--- src/rtl/dpram_fifo_ctrl_if.sv ---
// dpram_fifo_ctrl_if: producer/consumer handshake plus RAM port bundle of the FIFO controller
interface dpram_fifo_ctrl_if #(
  parameter int DW = 8,
  parameter int AW = 6
);
  logic          wr_en;
  logic [DW-1:0] wr_data;
  logic          rd_en;
  logic          flush;
  logic          clr_err;
  logic [DW-1:0] rd_data;
  logic          rd_valid;
  logic          full;
  logic          almost_full;
  logic          empty;
  logic [AW:0]   count;
  logic          overflow;
  logic          underflow;
  logic [DW-1:0] ram_data_a;
  logic [AW-1:0] ram_ad_a;
  logic          ram_wre_a;
  logic [AW-1:0] ram_ad_b;
  logic          ram_wre_b;
  logic [DW-1:0] ram_q_b;
  modport slave (
    input  wr_en, wr_data, rd_en, flush, clr_err, ram_q_b,
    output rd_data, rd_valid, full, almost_full, empty, count, overflow, underflow,
           ram_data_a, ram_ad_a, ram_wre_a, ram_ad_b, ram_wre_b
  );
  modport master (
    output wr_en, wr_data, rd_en, flush, clr_err, ram_q_b,
    input  rd_data, rd_valid, full, almost_full, empty, count, overflow, underflow,
           ram_data_a, ram_ad_a, ram_wre_a, ram_ad_b, ram_wre_b
  );
endinterface

--- src/rtl/dpram_fifo_ctrl.sv ---
// dpram_fifo_ctrl: pointer/flag controller turning a 64x8 dual-port RAM into a synchronous FIFO
module dpram_fifo_ctrl #(
  parameter int DW        = 8,
  parameter int AW        = 6,
  parameter int AF_MARGIN = 4
) (
  input logic              clk,
  input logic              rst,
  dpram_fifo_ctrl_if.slave bus
);
  localparam logic [AW:0] DEPTH  = (AW+1)'(2**AW);
  localparam logic [AW:0] AF_LVL = (AW+1)'(2**AW - AF_MARGIN);
  logic [AW-1:0] wptr_q, wptr_d, rptr_q, rptr_d;
  logic [AW:0]   cnt_q, cnt_d;
  logic          full_q, full_d, empty_q, empty_d, af_q, af_d;
  logic          vld_q, vld_d, ovf_q, ovf_d, udf_q, udf_d;
  logic          push_ok, pop_ok;
  logic [DW-1:0] q_b;
  // rst is kept out of the flop inputs; reset already forces the state, only the RAM strobe needs it
  always_comb begin
    push_ok = bus.wr_en & ~full_q & ~bus.flush;
    pop_ok  = bus.rd_en & ~empty_q & ~bus.flush;
    wptr_d  = bus.flush ? '0 : wptr_q + AW'(push_ok);
    rptr_d  = bus.flush ? '0 : rptr_q + AW'(pop_ok);
    cnt_d   = bus.flush ? '0 :
              (push_ok & ~pop_ok) ? cnt_q + 1'b1 :
              (pop_ok & ~push_ok) ? cnt_q - 1'b1 : cnt_q;
    full_d  = cnt_d == DEPTH;
    empty_d = cnt_d == '0;
    af_d    = cnt_d >= AF_LVL;
    vld_d   = pop_ok;
    ovf_d   = (bus.wr_en & full_q & ~bus.flush) | (ovf_q & ~bus.clr_err);
    udf_d   = (bus.rd_en & empty_q & ~bus.flush) | (udf_q & ~bus.clr_err);
  end
  always_ff @(posedge clk or posedge rst) begin
    if (rst) begin
      wptr_q  <= '0;
      rptr_q  <= '0;
      cnt_q   <= '0;
      full_q  <= 1'b0;
      empty_q <= 1'b1;
      af_q    <= 1'b0;
      vld_q   <= 1'b0;
      ovf_q   <= 1'b0;
      udf_q   <= 1'b0;
    end else begin
      wptr_q  <= wptr_d;
      rptr_q  <= rptr_d;
      cnt_q   <= cnt_d;
      full_q  <= full_d;
      empty_q <= empty_d;
      af_q    <= af_d;
      vld_q   <= vld_d;
      ovf_q   <= ovf_d;
      udf_q   <= udf_d;
    end
  end
  assign q_b             = bus.ram_q_b;
  assign bus.rd_data     = q_b;
  assign bus.rd_valid    = vld_q;
  assign bus.full        = full_q;
  assign bus.almost_full = af_q;
  assign bus.empty       = empty_q;
  assign bus.count       = cnt_q;
  assign bus.overflow    = ovf_q;
  assign bus.underflow   = udf_q;
  assign bus.ram_data_a  = bus.wr_data;
  assign bus.ram_ad_a    = wptr_q;
  assign bus.ram_wre_a   = push_ok & ~rst;
  assign bus.ram_ad_b    = rptr_q;
  assign bus.ram_wre_b   = 1'b0;
endmodule

--- src/flat_wrapper.sv ---
// flat-port wrapper written by rule: the top's interface ports become plain ports
module dpram_fifo_ctrl_flat 
#(
  parameter int DW        = 8,
  parameter int AW        = 6,
  parameter int AF_MARGIN = 4
)
  (clk, rst, bus_wr_en, bus_wr_data, bus_rd_en, bus_flush, bus_clr_err, bus_ram_q_b, bus_rd_data, bus_rd_valid, bus_full, bus_almost_full, bus_empty, bus_count, bus_overflow, bus_underflow, bus_ram_data_a, bus_ram_ad_a, bus_ram_wre_a, bus_ram_ad_b, bus_ram_wre_b);
  dpram_fifo_ctrl_if #(.DW(DW), .AW(AW)) bus_i ();
  input logic clk;
  input logic rst;
  input wire logic [$bits(bus_i.wr_en)-1:0] bus_wr_en;
  input wire logic [$bits(bus_i.wr_data)-1:0] bus_wr_data;
  input wire logic [$bits(bus_i.rd_en)-1:0] bus_rd_en;
  input wire logic [$bits(bus_i.flush)-1:0] bus_flush;
  input wire logic [$bits(bus_i.clr_err)-1:0] bus_clr_err;
  input wire logic [$bits(bus_i.ram_q_b)-1:0] bus_ram_q_b;
  output wire logic [$bits(bus_i.rd_data)-1:0] bus_rd_data;
  output wire logic [$bits(bus_i.rd_valid)-1:0] bus_rd_valid;
  output wire logic [$bits(bus_i.full)-1:0] bus_full;
  output wire logic [$bits(bus_i.almost_full)-1:0] bus_almost_full;
  output wire logic [$bits(bus_i.empty)-1:0] bus_empty;
  output wire logic [$bits(bus_i.count)-1:0] bus_count;
  output wire logic [$bits(bus_i.overflow)-1:0] bus_overflow;
  output wire logic [$bits(bus_i.underflow)-1:0] bus_underflow;
  output wire logic [$bits(bus_i.ram_data_a)-1:0] bus_ram_data_a;
  output wire logic [$bits(bus_i.ram_ad_a)-1:0] bus_ram_ad_a;
  output wire logic [$bits(bus_i.ram_wre_a)-1:0] bus_ram_wre_a;
  output wire logic [$bits(bus_i.ram_ad_b)-1:0] bus_ram_ad_b;
  output wire logic [$bits(bus_i.ram_wre_b)-1:0] bus_ram_wre_b;
  assign bus_i.wr_en = bus_wr_en;
  assign bus_i.wr_data = bus_wr_data;
  assign bus_i.rd_en = bus_rd_en;
  assign bus_i.flush = bus_flush;
  assign bus_i.clr_err = bus_clr_err;
  assign bus_i.ram_q_b = bus_ram_q_b;
  assign bus_rd_data = bus_i.rd_data;
  assign bus_rd_valid = bus_i.rd_valid;
  assign bus_full = bus_i.full;
  assign bus_almost_full = bus_i.almost_full;
  assign bus_empty = bus_i.empty;
  assign bus_count = bus_i.count;
  assign bus_overflow = bus_i.overflow;
  assign bus_underflow = bus_i.underflow;
  assign bus_ram_data_a = bus_i.ram_data_a;
  assign bus_ram_ad_a = bus_i.ram_ad_a;
  assign bus_ram_wre_a = bus_i.ram_wre_a;
  assign bus_ram_ad_b = bus_i.ram_ad_b;
  assign bus_ram_wre_b = bus_i.ram_wre_b;
  dpram_fifo_ctrl #(.DW(DW), .AW(AW), .AF_MARGIN(AF_MARGIN)) u_core (.clk(clk), .rst(rst), .bus(bus_i));
endmodule
--- config.mk ---
export PLATFORM = sky130hd
export DESIGN_NAME = dpram_fifo_ctrl_flat
export DESIGN_NICKNAME = d
export VERILOG_FILES = /design/src/rtl/dpram_fifo_ctrl_if.sv /design/src/rtl/dpram_fifo_ctrl.sv /design/src/flat_wrapper.sv
export SDC_FILE = /design/constraint.sdc
export NUM_CORES = 1
export LEC_CHECK = 0
export CORE_MARGIN = 10
export CORE_UTILIZATION = 42
export CTS_CLUSTER_DIAMETER = 50
export CTS_CLUSTER_SIZE = 30
export DETAILED_ROUTE_END_ITERATION = 7
export PLACE_DENSITY = 0.8
export SLEW_MARGIN = 20
export SYNTH_ARGS = -nofsm -noshare
export SYNTH_HDL_FRONTEND = slang
export SYNTH_SLANG_ARGS = --single-unit
--- constraint.sdc ---
create_clock -name clk -period 2.6 [get_ports clk]
set_input_delay 0.39 -clock clk [delete_from_list [all_inputs] [get_ports clk]]
set_output_delay 0.39 -clock clk [all_outputs]
set_load 0.03 [all_outputs]
# Word level (Yosys, flattened, before mapping)
# Cells that the tools add are included.
# totals
word_cells	43
input_bits	22
out_inout_bits	43
register_bits	25
# op_classes
order_cmp	1
bitwise	22
mux	5
reduce_logical	1
add_sub_neg	4
eq_ne	1
# ops
op	n
$mux 7	3
$and 1x1->1	13
$add 6x1->6	2
$mux 6	2
$add 7x1->7 const B	1
$eq 7x7->1 const B	1
$ge 7x6->1 const B	1
$logic_not 7->1	1
$not 1->1	7
$sub 7x1->7 const B	1
$or 1x1->1	2

# Depth between registers and ports, before layout
# Gate-level depths: netlist of run 1.
# depth
word_depth	9
mapped_depth	8

# Worst setup path after synthesis of run 1
# No wires, ideal clock.
# synth_timing
path_kind	reg2reg
start	register u_core.cnt_q[0], in the netlist u_core.bus.count[0]
end	register u_core.af_q, in the netlist u_core.bus.almost_full
slack_ns	0.427
path_buffers	0
required_time_ns	2.480
period_less_slack_ns	2.173
path_stages_with_launch	8
arrival_time_ns	2.053
cell_sequence	dfrtp_1 > inv_1 > ha_1 > nor2b_4 > and3_4 > or3_4 > and3b_2 > a41o_1
# synth_via
elab_chain_cells	5
word_cells_on_any_way	6
cone_classes	2 x add/sub; 1 x order compare; 3 x mux
# synth_lines
element	line	text
from (decl)	dpram_fifo_ctrl.sv:14	logic [AW:0] cnt_q, cnt_d;
from (signal assigned)	dpram_fifo_ctrl.sv:49	cnt_q <= cnt_d;
$sub 7x1->7	dpram_fifo_ctrl.sv:27	(pop_ok & ~push_ok) ? cnt_q - 1'b1 : cnt_q;
$mux 7	dpram_fifo_ctrl.sv:27	
$mux 7 *	dpram_fifo_ctrl.sv:26	(push_ok & ~pop_ok) ? cnt_q + 1'b1 :
$mux 7 *	dpram_fifo_ctrl.sv:25	cnt_d = bus.flush ? '0 :
via u_core.cnt_d[2]	dpram_fifo_ctrl.sv:14	
$ge 7x6->1 *	dpram_fifo_ctrl.sv:30	af_d = cnt_d >= AF_LVL;
via u_core.af_d	dpram_fifo_ctrl.sv:15	logic full_q, full_d, empty_q, empty_d, af_q, af_d;
to (signal assigned)	dpram_fifo_ctrl.sv:42	af_q <= 1'b0;
to (signal assigned)	dpram_fifo_ctrl.sv:52	af_q <= af_d;
to (decl)	dpram_fifo_ctrl.sv:15	
# The timed path passes the listed nets; every way through them passes the cells marked *.

# Worst setup path after layout of run 1
# layout_timing
start	register u_core.cnt_q[0], in the netlist u_core.bus.count[0]
end	register u_core.empty_q, in the netlist u_core.bus.empty
# layout_via
elab_chain_cells	5
word_cells_on_any_way	6
cone_classes	2 x add/sub; 3 x mux; 1 x reduce/logical
# layout_lines
element	line	text
$sub 7x1->7	dpram_fifo_ctrl.sv:27	
$mux 7	dpram_fifo_ctrl.sv:27	
$mux 7 *	dpram_fifo_ctrl.sv:26	
$mux 7 *	dpram_fifo_ctrl.sv:25	
$logic_not 7->1 *	dpram_fifo_ctrl.sv:29	empty_d = cnt_d == '0;
via u_core.empty_d	dpram_fifo_ctrl.sv:15	
to (signal assigned)	dpram_fifo_ctrl.sv:51	empty_q <= empty_d;
to (decl)	dpram_fifo_ctrl.sv:15	
# Marked as above.

==> flow_summary.toml, run 1 <==
[run_status]
status = "finished clean"

[place]
hpwl_um = 2450
post_dp_cell_area_um2 = 1690
place_ws_ns = 0.368
gp_congestion = 0.826
portBuffers = 31

[yosys]
synth_edf_count = 0
syn-num-nets = 177
synth_top_area_cell = "dfrtp_1"
synth.most_common_cell = "dfrtp_1"
synth_commonest_cells = "24 x dfrtp_1, 21 x nor2_1, 18 x buf_4, 10 x nand2_1, 9 x xnor2_1"
ys_async_sr_fraction_pct = 100
seq_area_frac_synth_pct = 42.7
ys_warn_count = 0
synth_cell_types = 39
synth_area_um2 = 1470
postSynthAreaPerCell_um2 = 9.85
synth.top_cell.area_share_pct = 40.9
syn_inst = 149
synth_ff_type = "dfrtp_1"
synth_seq_cells = 25
yosys-top-cells-area = "dfrtp_1 41%, buf_4 9.2%, nor2_1 5.4%, xnor2_1 5.4%, ha_1 5.1%"

[final_layout]
syn2layout_area_growth_pct = 16.9
seq_area_um2 = 627
final_layout_size_suffix_gt1_share_pct = 10.4
final_nets = 193
num-fill-cells = 331
final_area_um2 = 1720
antennaDiodeCount = 0
multi_input_area_um2 = 663

[global_routing]
grt_pass1_vias = 1079
grtUsageTotal_pct = 10.1
grt_max_degree = 27
overflow = 0
grt_pass1_wl_um = 5160
antenna_found_initial = 0

[clock_network]
h-tree-depth = 1
ctsHoldBuffers = 0
clockBufferDepth = 2
cts-resized-gates = 0
numCtsBuffers = 3
clkLatencyLatePin_ns = 0.31
cts-root-buf = "clkbuf_4"
cts_tree = "done"
cts_setup_buffers = 0
clkSinkCount = 25
cts.reportedPaths.clkPinSlew_ns = 0.13

[detailed_routing]
vias_per_cell = 4.97
wl_per_cell_um = 14.8
ant_nets = 0
drc = 0
drt_iter0_markers = 50
firstDrtPassIters = 4
totalWireLength_um = 3110
vias = 1044

[setup_path]
worstSetupStartpointType = "register"
crit_required_ns = 2.86
cp_max_fo = 7
criticalPathCategory = "register to register"
endpoint_kind = "register"
worstPathArrival_ns = 2.38

[sta]
rsz0062_at_grt = "false"
layout_setup_ws_ns = 0.480
maxSlewViolCount = 0
setup_tns_ns = 0
hold_violations = 0
layout_min_cycle_time_ns = 2.12
finalClockSkew_ns = 0.00310
fmax_ghz = 0.472
setup_viol = 0
finalCritPeriodShare_pct = 81.5

[pwr]
p_int_w = 0.000628
combPwrFrac_pct = 34.5
ir_drop_mv = 0.351
seqPwrFrac_pct = 48.0
clockPowerShare_pct = 17.5
powerDensity_nw_per_um2 = 560
switchingPower_w = 0.000332
p_sw_share_pct = 34.6
leakagePower_nw = 0.765

[job]
drv_cap = 0

[floorplan]
io_pins = 65
fp.dieH_um = 79.1
die_w_um = 79.1
die_area_um2 = 6260
rows = 21
initial_core_util_pct = 43.6
coreArea_um2 = 3360

[worst_hold_path]
hp-class = "primary input to async pin"
## path summary, 6_finish.rpt
kind / start / endpoint / slack, ns / depth (start not counted)
min in group clk: u_core.bus.underflow$_DFF_PP0_ / u_core.bus.underflow$_DFF_PP0_ / 0.55 / 2
setup / recovery: u_core.bus.count[0]$_DFF_PP0_ / u_core.bus.empty$_DFF_PP1_ / 0.48 / 8
hold / removal: rst / u_core.bus.ram_ad_b[3]$_DFF_PP0_ / 0.33 / 2
setup reg to reg: u_core.bus.count[0]$_DFF_PP0_ / u_core.bus.empty$_DFF_PP1_ / 0.48 / 8
max in group asynchronous: rst / u_core.bus.empty$_DFF_PP1_ / 1.69 / 3
hold reg to reg: u_core.bus.underflow$_DFF_PP0_ / u_core.bus.underflow$_DFF_PP0_ / 0.55 / 2
## critical path, cell delays in order, from the launching register on
cell	delay, ns
dfrtp_1	0.49
inv_1	0.13
ha_1	0.24
nor2b_4	0.13
and3_4	0.17
or3_4	0.37
a22oi_2	0.20
nor2b_1	0.15
a41o_1	0.18
## placed cells by master (no fill, tap or decap), types with 2 or more instances in the layout
| cell type | instances |
|---|---|
| nand3_1 | 6 |
| nor3_1 | 5 |
| clkbuf_4 | 3 |
| dfrtp_1 | 24 |
| ha_1 | 6 |
| nand2_1 | 10 |
| xor2_1 | 7 |
| buf_4 | 3 |
| and3_4 | 2 |
| a41o_1 | 2 |
| clkdlybuf4s50_1 | 30 |
| inv_1 | 5 |
| o22ai_1 | 2 |
| xnor2_1 | 9 |
| nand2b_1 | 2 |
| nor2_1 | 21 |
| nor2b_1 | 6 |
## per-layer routing
layer	share of wire, %	track usage (%)	vias up	routed length [um]
li1	-	-	507	-
met5	0	0	-	0
met4	1.1	4.12	0	34
met1	40	11.3	509	1230
met3	7.1	3.94	2	222
met2	52	16.6	26	1620
## sequential cells by signal, summed over array words and instances, names as in the netlist
signal and flops:
u_core.bus.count 7, u_core.bus.almost_full 1, u_core.bus.underflow 1, u_core.bus.ram_ad_a 6
u_core.bus.rd_valid 1, u_core.bus.ram_ad_b 6, u_core.bus.full 1, u_core.bus.overflow 1
u_core.bus.empty 1
## cell families (layout without fill, tap and decap cells)
logic type / count (synthesis) / in the layout / synth area share [%]
AND/OR/NAND/NOR: 62 / 62 / 23.1
XOR/XNOR: 16 / 16 / 9.55
buffers and inverters: 27 / 42 / 12.1
flip-flops: 25 / 25 / 42.7
AO/OA/AOI/OAI: 12 / 12 / 7.16
other: 1 / 1 / 0.256
adder cells (fa/ha/maj): 6 / 6 / 5.11
## area by class of cell
type / count / share of cell area (%)
Clock buffer: 4 / 1.53
Inverter: 5 / 1.09
Multi-Input combinational cell: 97 / 38.7
Sequential cell: 25 / 36.5
Tap cell: 46 / 3.36
Timing Repair Buffer: 33 / 18.8
## through the flow
stage | hold WS, ns | util (%) | power, W | instances
6_report | 0.330 | 51.0 | 0.000960 | 210
5_1_grt | 0.331 | 51.0 | 0.00102 | 210
4_1_cts | 0.330 | 51.0 | 0.000971 | 210
3_5_place_dp | 0.534 | 50.2 | 0.000801 | 206
3_3_place_gp | 0.517 | 50.2 | 0.000792 | 206
2_1_floorplan | 0.417 | - | 0.000738 | 149
## power groups by stage
| stage | logic [W] | registers (W) | clock network (W) |
|---|---|---|---|
| floorplan | 0.000221 | 0.000517 | 0 |
| global placement | 0.000326 | 0.000466 | 0 |
| detailed placement | 0.000333 | 0.000468 | 0 |
| CTS | 0.000335 | 0.000461 | 0.000175 |
| global route | 0.000361 | 0.000467 | 0.000189 |
| finish | 0.000331 | 0.000461 | 0.000168 |
(Power assumes the default switching activity.)
==> run 2: changes to the inputs <==
--- a/config.mk
+++ b/config.mk
@@ -6,11 +6,11 @@
 export NUM_CORES = 1
 export LEC_CHECK = 0
 export CORE_MARGIN = 10
-export CORE_UTILIZATION = 42
+export CORE_UTILIZATION = 38
 export CTS_CLUSTER_DIAMETER = 50
 export CTS_CLUSTER_SIZE = 30
 export DETAILED_ROUTE_END_ITERATION = 7
-export PLACE_DENSITY = 0.8
+export PLACE_DENSITY = 0.77
 export SLEW_MARGIN = 20
 export SYNTH_ARGS = -nofsm -noshare
 export SYNTH_HDL_FRONTEND = slang
==> constraint.sdc (replaced) <==
create_clock -name clk -period 1.8 [get_ports clk]
set_input_delay 0.27 -clock clk [delete_from_list [all_inputs] [get_ports clk]]
set_output_delay 0.27 -clock clk [all_outputs]
set_load 0.03 [all_outputs]
==> run 2 against run 1 <==
Compared with the run above:
- the run now ends with negative setup slack left
- via count rose by 9.5%
- hold slack improved by 0.042 ns
- largest cell class unchanged
- critical endpoint unchanged
- power rose by 76%
- clock power rose by 120%
- cell count rose by 10%
- critical path type unchanged
- core utilization rose by 2.4 points
==> flow_summary.toml, run 2 (synthesis results as in run 1) <==
[setup_path]
timing.critical_path.buf_inv = 1
worstSetupStartpoint = "u_core.bus.count[1]$_DFF_PP0_"
cp_max_fo = 4
crit_required_ns = 2.02
criticalPathCategory = "register to register"
worstPathArrival_ns = 2.04
cp_top_family = "simple AND/OR/NAND/NOR gates"
max_stage_delay_ns = 0.43
r2r_slack_ns = -0.02
r2r_start = "u_core.bus.count[1]$_DFF_PP0_"
worstSetupPathDepth = 8
cp_cell_sequence = "inv_2 > ha_4 > nor2b_4 > and3_4 > or3_4 > a22oi_2 > nor2b_1 > a41o_1"
worstSetupStartpointType = "register"
endpoint_kind = "register"
r2r_end = "u_core.bus.empty$_DFF_PP1_"
endpoint = "u_core.bus.empty$_DFF_PP1_"
ff2ff_path_depth = 8
slowest_stage = "dfrtp_2"

[floorplan]
io_pins = 65
rows = 22
die_w_um = 82.1
coreArea_um2 = 3690
initial_core_util_pct = 39.8
die_area_um2 = 6750
fp.dieH_um = 82.1

[pwr]
total_power_w = 0.00169
ir_drop_mv = 0.465
p_sw_share_pct = 34.9
powerDensity_nw_per_um2 = 858
p_int_w = 0.00110
seqPwrFrac_pct = 38.8
combPwrFrac_pct = 39.8
leakagePower_nw = 0.934
clockPowerShare_pct = 21.4
switchingPower_w = 0.000590

[detailed_routing]
vias_per_cell = 4.93
drc = 0
firstDrtPassIters = 4
totalWireLength_um = 3650
vias = 1143
ant_nets = 0
wl_per_cell_um = 15.7
drt_iter0_markers = 52

[clock_network]
cts.reportedPaths.clkPinSlew_ns = 0.10
cts-root-buf = "clkbuf_8"
clockBufferDepth = 2
cts_tree = "done"
clkLatencyLatePin_ns = 0.28
clkSinkCount = 25
numCtsBuffers = 3
h-tree-depth = 1

[global_routing]
overflow = 0
grt_pass1_vias = 1224
grtUsageTotal_pct = 10.9
grt_max_degree = 26
antenna_found_initial = 0
grt_pass1_wl_um = 5780

[place]
place_inst = 223
gp_congestion = 0.903
hpwl_um = 2670
portBuffers = 31

[final_layout]
largest_reg_flops = 7
final_layout_size_suffix_gt1_share_pct = 28.8
fin_cells = 232
final_nets = 213
final_common_cell = "clkdlybuf4s50_1"
antennaDiodeCount = 0
layout_common_cells = "25 x clkdlybuf4s50_1, 23 x buf_4, 21 x dfrtp_1, 20 x nor2_1, 10 x nand2_1"
syn2layout_area_growth_pct = 34.2

[sta]
maxSlewViolCount = 0
layout_setup_ws_ns = -0.0175
setup_viol = 1
finalCritPeriodShare_pct = 101
rsz0062_at_grt = "true"
worst_hold_slack_ns = 0.373
hold_violations = 0
fmax_ghz = 0.550
finalClockSkew_ns = 0.00508
setup_tns_ns = -0.0175
layout_min_cycle_time_ns = 1.82

[job]
drv_cap = 0

[run_status]
status = "finished with violations"
violations = "negative setup slack"

[worst_hold_path]
hp-class = "primary input to async pin"
run 2: final cells by class:
cell class              count  area (um2)
fillers                   329        1720
multi-input cells          97         732
flip-flops and latches     25         631
repair buffers             53         478
well taps                  48        60.1
clock buffers               3        41.3
inverters                   5        18.8
clock inverters             1        8.76
run 2: worst min-delay path by stage:
stage,start,end
finish,rst,u_core.bus.ram_ad_a[4]$_DFF_PP0_
global route,rst,u_core.bus.ram_ad_a[4]$_DFF_PP0_
CTS,rst,u_core.bus.ram_ad_a[4]$_DFF_PP0_
detailed placement,u_core.bus.underflow$_DFF_PP0_,u_core.bus.underflow$_DFF_PP0_
global placement,u_core.bus.underflow$_DFF_PP0_,u_core.bus.underflow$_DFF_PP0_
floorplan,rst,u_core.bus.almost_full$_DFF_PP0_
run 2: what timing repair did:
action | 4_1_cts | 5_1_grt
pin swaps | 3 | 4
endpoints found under the setup margin | 4 | 10
setup buffers | 2 | 3
hold buffers | 0 | 0
resized for setup | 2 | 14
cloned | 0 | 0
run 2: power groups by stage:
| stage | registers [W] | logic (W) | clock network (W) |
|---|---|---|---|
| 6_report | 0.000656 | 0.000673 | 0.000362 |
| 3_5_place_dp | 0.000666 | 0.000600 | 0 |
| 3_3_place_gp | 0.000666 | 0.000590 | 0 |
| 5_1_grt | 0.000662 | 0.000722 | 0.000392 |
| 2_1_floorplan | 0.000751 | 0.000335 | 0 |
| 4_1_cts | 0.000653 | 0.000616 | 0.000365 |
run 2: metal layers:
metal	GRT usage (%)	share of wire [%]	up-vias	routed length (um)
met5	0	0	-	0
met4	4.59	2.0	0	72
met3	3.02	6.1	9	224
met2	18.1	49	37	1790
met1	12.9	43	554	1560
li1	-	-	543	-
run 2: through the flow:
step	utilization, %	setup slack (ns)	cell area (um2)
2_1_floorplan	-	-0.0584	1480
3_3_place_gp	49.3	-0.260	1820
3_5_place_dp	49.3	-0.298	1820
4_1_cts	51.0	-0.0268	1880
5_1_grt	53.4	-0.0864	1970
6_report	53.4	-0.0175	1970
run 2: tightest hold or removal path, cell delays in order:
cell,delay (ns)
clkdlybuf4s50_1,0.42
inv_1,0.06
buf_4,0.30
==> run 3: changes to the inputs <==
--- a/config.mk
+++ b/config.mk
@@ -10,8 +10,11 @@
 export CTS_CLUSTER_DIAMETER = 50
 export CTS_CLUSTER_SIZE = 30
 export DETAILED_ROUTE_END_ITERATION = 7
+export GPL_TIMING_DRIVEN = 0
 export PLACE_DENSITY = 0.77
+export SKIP_CTS_REPAIR_TIMING = 1
 export SLEW_MARGIN = 20
 export SYNTH_ARGS = -nofsm -noshare
 export SYNTH_HDL_FRONTEND = slang
 export SYNTH_SLANG_ARGS = --single-unit
+export TNS_END_PERCENT = 5
==> run 3 against run 2 <==
Compared with the run above:
- the run still ends with negative setup slack left
- via count rose by 1.1%
- sequential share of layout area fell by 1.8 points
- global-route usage fell by 0.22 points
- die area did not move
- setup slack got worse by 0.064 ns
- largest cell class unchanged
- highest routed layer unchanged
==> flow_summary.toml, run 3 (synthesis results as in run 1) <==
[sta]
hold_violations = 0
layout_setup_ws_ns = -0.0813
relSlewSlack_pct = 39.8
layout_min_cycle_time_ns = 1.88
worstMarginPinSlew_ns = 0.902
setup_viol = 3
finalCritPeriodShare_pct = 105
finalClockSkew_ns = 0.00335
fmax_ghz = 0.532
rsz0062_at_grt = "true"
maxSlewViolCount = 0

[global_routing]
antenna_found_initial = 0
grt_max_degree = 26
grt_pass1_vias = 1177
grtUsageTotal_pct = 10.7
grt_pass1_wl_um = 5600
overflow = 0

[worst_hold_path]
hp-start = "bus_flush"
hold_path_end = "u_core.bus.ram_ad_b[0]$_DFF_PP0_"
min_path_cells = 2
hp-class = "primary input to register"

[clock_network]
h-tree-depth = 1
clkLatencyLatePin_ns = 0.27
cts_tree = "done"
clockBufferDepth = 2
numCtsBuffers = 3
cts.reportedPaths.clkPinSlew_ns = 0.09
cts-root-buf = "clkbuf_8"
clkSinkCount = 25

[detailed_routing]
drt_iter0_markers = 54
firstDrtPassIters = 4
totalWireLength_um = 3530
vias_per_cell = 4.68
wl_per_cell_um = 14.3
vias = 1156
ant_nets = 0
drc = 0

[floorplan]
io_pins = 65
die_area_um2 = 6750
die_w_um = 82.1
coreArea_um2 = 3690
initial_core_util_pct = 39.8
rows = 22
fp.dieH_um = 82.1

[setup_path]
r2r_start = "u_core.bus.count[0]$_DFF_PP0_"
cp_cell_sequence = "inv_4 > ha_4 > nor2b_4 > and3_4 > or3_4 > a22oi_2 > nor2b_1 > a41o_1"
ff2ff_path_depth = 8
worstPathArrival_ns = 2.10
r2r_end = "u_core.bus.empty$_DFF_PP1_"
crit_required_ns = 2.02
criticalPathCategory = "register to register"
cp_max_fo = 7
r2r_slack_ns = -0.08
slowest_stage = "dfrtp_2"
endpoint_kind = "register"
max_stage_delay_ns = 0.47
worstSetupStartpointType = "register"

[run_status]
violations = "negative setup slack"
status = "finished with violations"

[final_layout]
syn2layout_area_growth_pct = 41.7
largest_reg_flops = 7
final_layout_size_suffix_gt1_share_pct = 22.6
final_common_cell = "clkdlybuf4s50_1"
final_area_um2 = 2080
antennaDiodeCount = 0
layout_common_cells = "44 x clkdlybuf4s50_1, 22 x dfrtp_1, 20 x nor2_1, 18 x buf_4, 10 x nand2_1"
final_nets = 228
fin_util_pct = 56.4

[place]
gp_congestion = 0.779
post_dp_cell_area_um2 = 2000
hpwl_um = 2790
portBuffers = 46

[pwr]
powerDensity_nw_per_um2 = 784
leakagePower_nw = 0.941
ir_drop_mv = 0.673

[job]
drv_cap = 0
==> run 3: worst max path at each step <==
stage | to | startpoint | cells past startpoint
after floorplan | u_core.bus.almost_full$_DFF_PP0_ | u_core.bus.empty$_DFF_PP1_ | 5
after global placement | u_core.bus.empty$_DFF_PP1_ | bus_wr_en | 7
after global routing | u_core.bus.empty$_DFF_PP1_ | u_core.bus.count[0]$_DFF_PP0_ | 8
final | u_core.bus.empty$_DFF_PP1_ | u_core.bus.count[0]$_DFF_PP0_ | 8
after detailed placement | bus_ram_wre_a | bus_wr_en | 5
after CTS | bus_ram_wre_a | bus_wr_en | 5
==> run 3: layout make-up <==
| type | count | area [um2] |
|---|---|---|
| Buffer | 22 | 159 |
| Clock buffer | 3 | 41.3 |
| Clock inverter | 1 | 7.51 |
| Fill cell | 345 | 1610 |
| Inverter | 5 | 21.3 |
| Multi-Input combinational cell | 97 | 696 |
| Sequential cell | 25 | 629 |
| Tap cell | 48 | 60.1 |
| Timing Repair Buffer | 46 | 465 |
==> run 3: worst max-delay path: cells and delay by family (launching register included) <==
| kind | cells | cell delay (ns) |
|---|---|---|
| AOI/OAI and AO/OA | 2 | 0.38 |
| adders and majority gates | 1 | 0.16 |
| and+or+nand+nor | 4 | 0.75 |
| buffers and inverters | 1 | 0.07 |
| DFF | 1 | 0.47 |
==> run 3: metrics by stage <==
stage / std cells / hold slack, ns / TNS, ns / total power (W) / setup slack (ns)
finish: 247 / 0.298 / -0.188 / 0.00163 / -0.0813
global route: 247 / 0.318 / -0.637 / 0.00174 / -0.211
CTS: 247 / 0.298 / -0.566 / 0.00163 / -0.340
detailed placement: 243 / 0.525 / -2.19 / 0.00129 / -0.350
global placement: 243 / 0.520 / -1.83 / 0.00128 / -0.342
floorplan: 149 / 0.296 / -0.110 / 0.00109 / -0.0584
==> run 3: power by group <==
| part | leakage [nW] | internal (W) | total (W) | switching [W] |
|---|---|---|---|---|
| Combinational | 0.582 | 0.000289 | 0.000617 | 0.000329 |
| Clock | 0.0217 | 0.000157 | 0.000346 | 0.000188 |
| Sequential | 0.338 | 0.000610 | 0.000668 | 0.0000577 |
==> run 3: layer usage <==
layer / GRT usage [%] / wire length, um / share of wire (%)
met5: 0 / 0 / 0
met4: 4.59 / 71 / 2.0
met3: 4.64 / 356 / 10
met2: 17.9 / 1810 / 51
met1: 11.5 / 1290 / 37
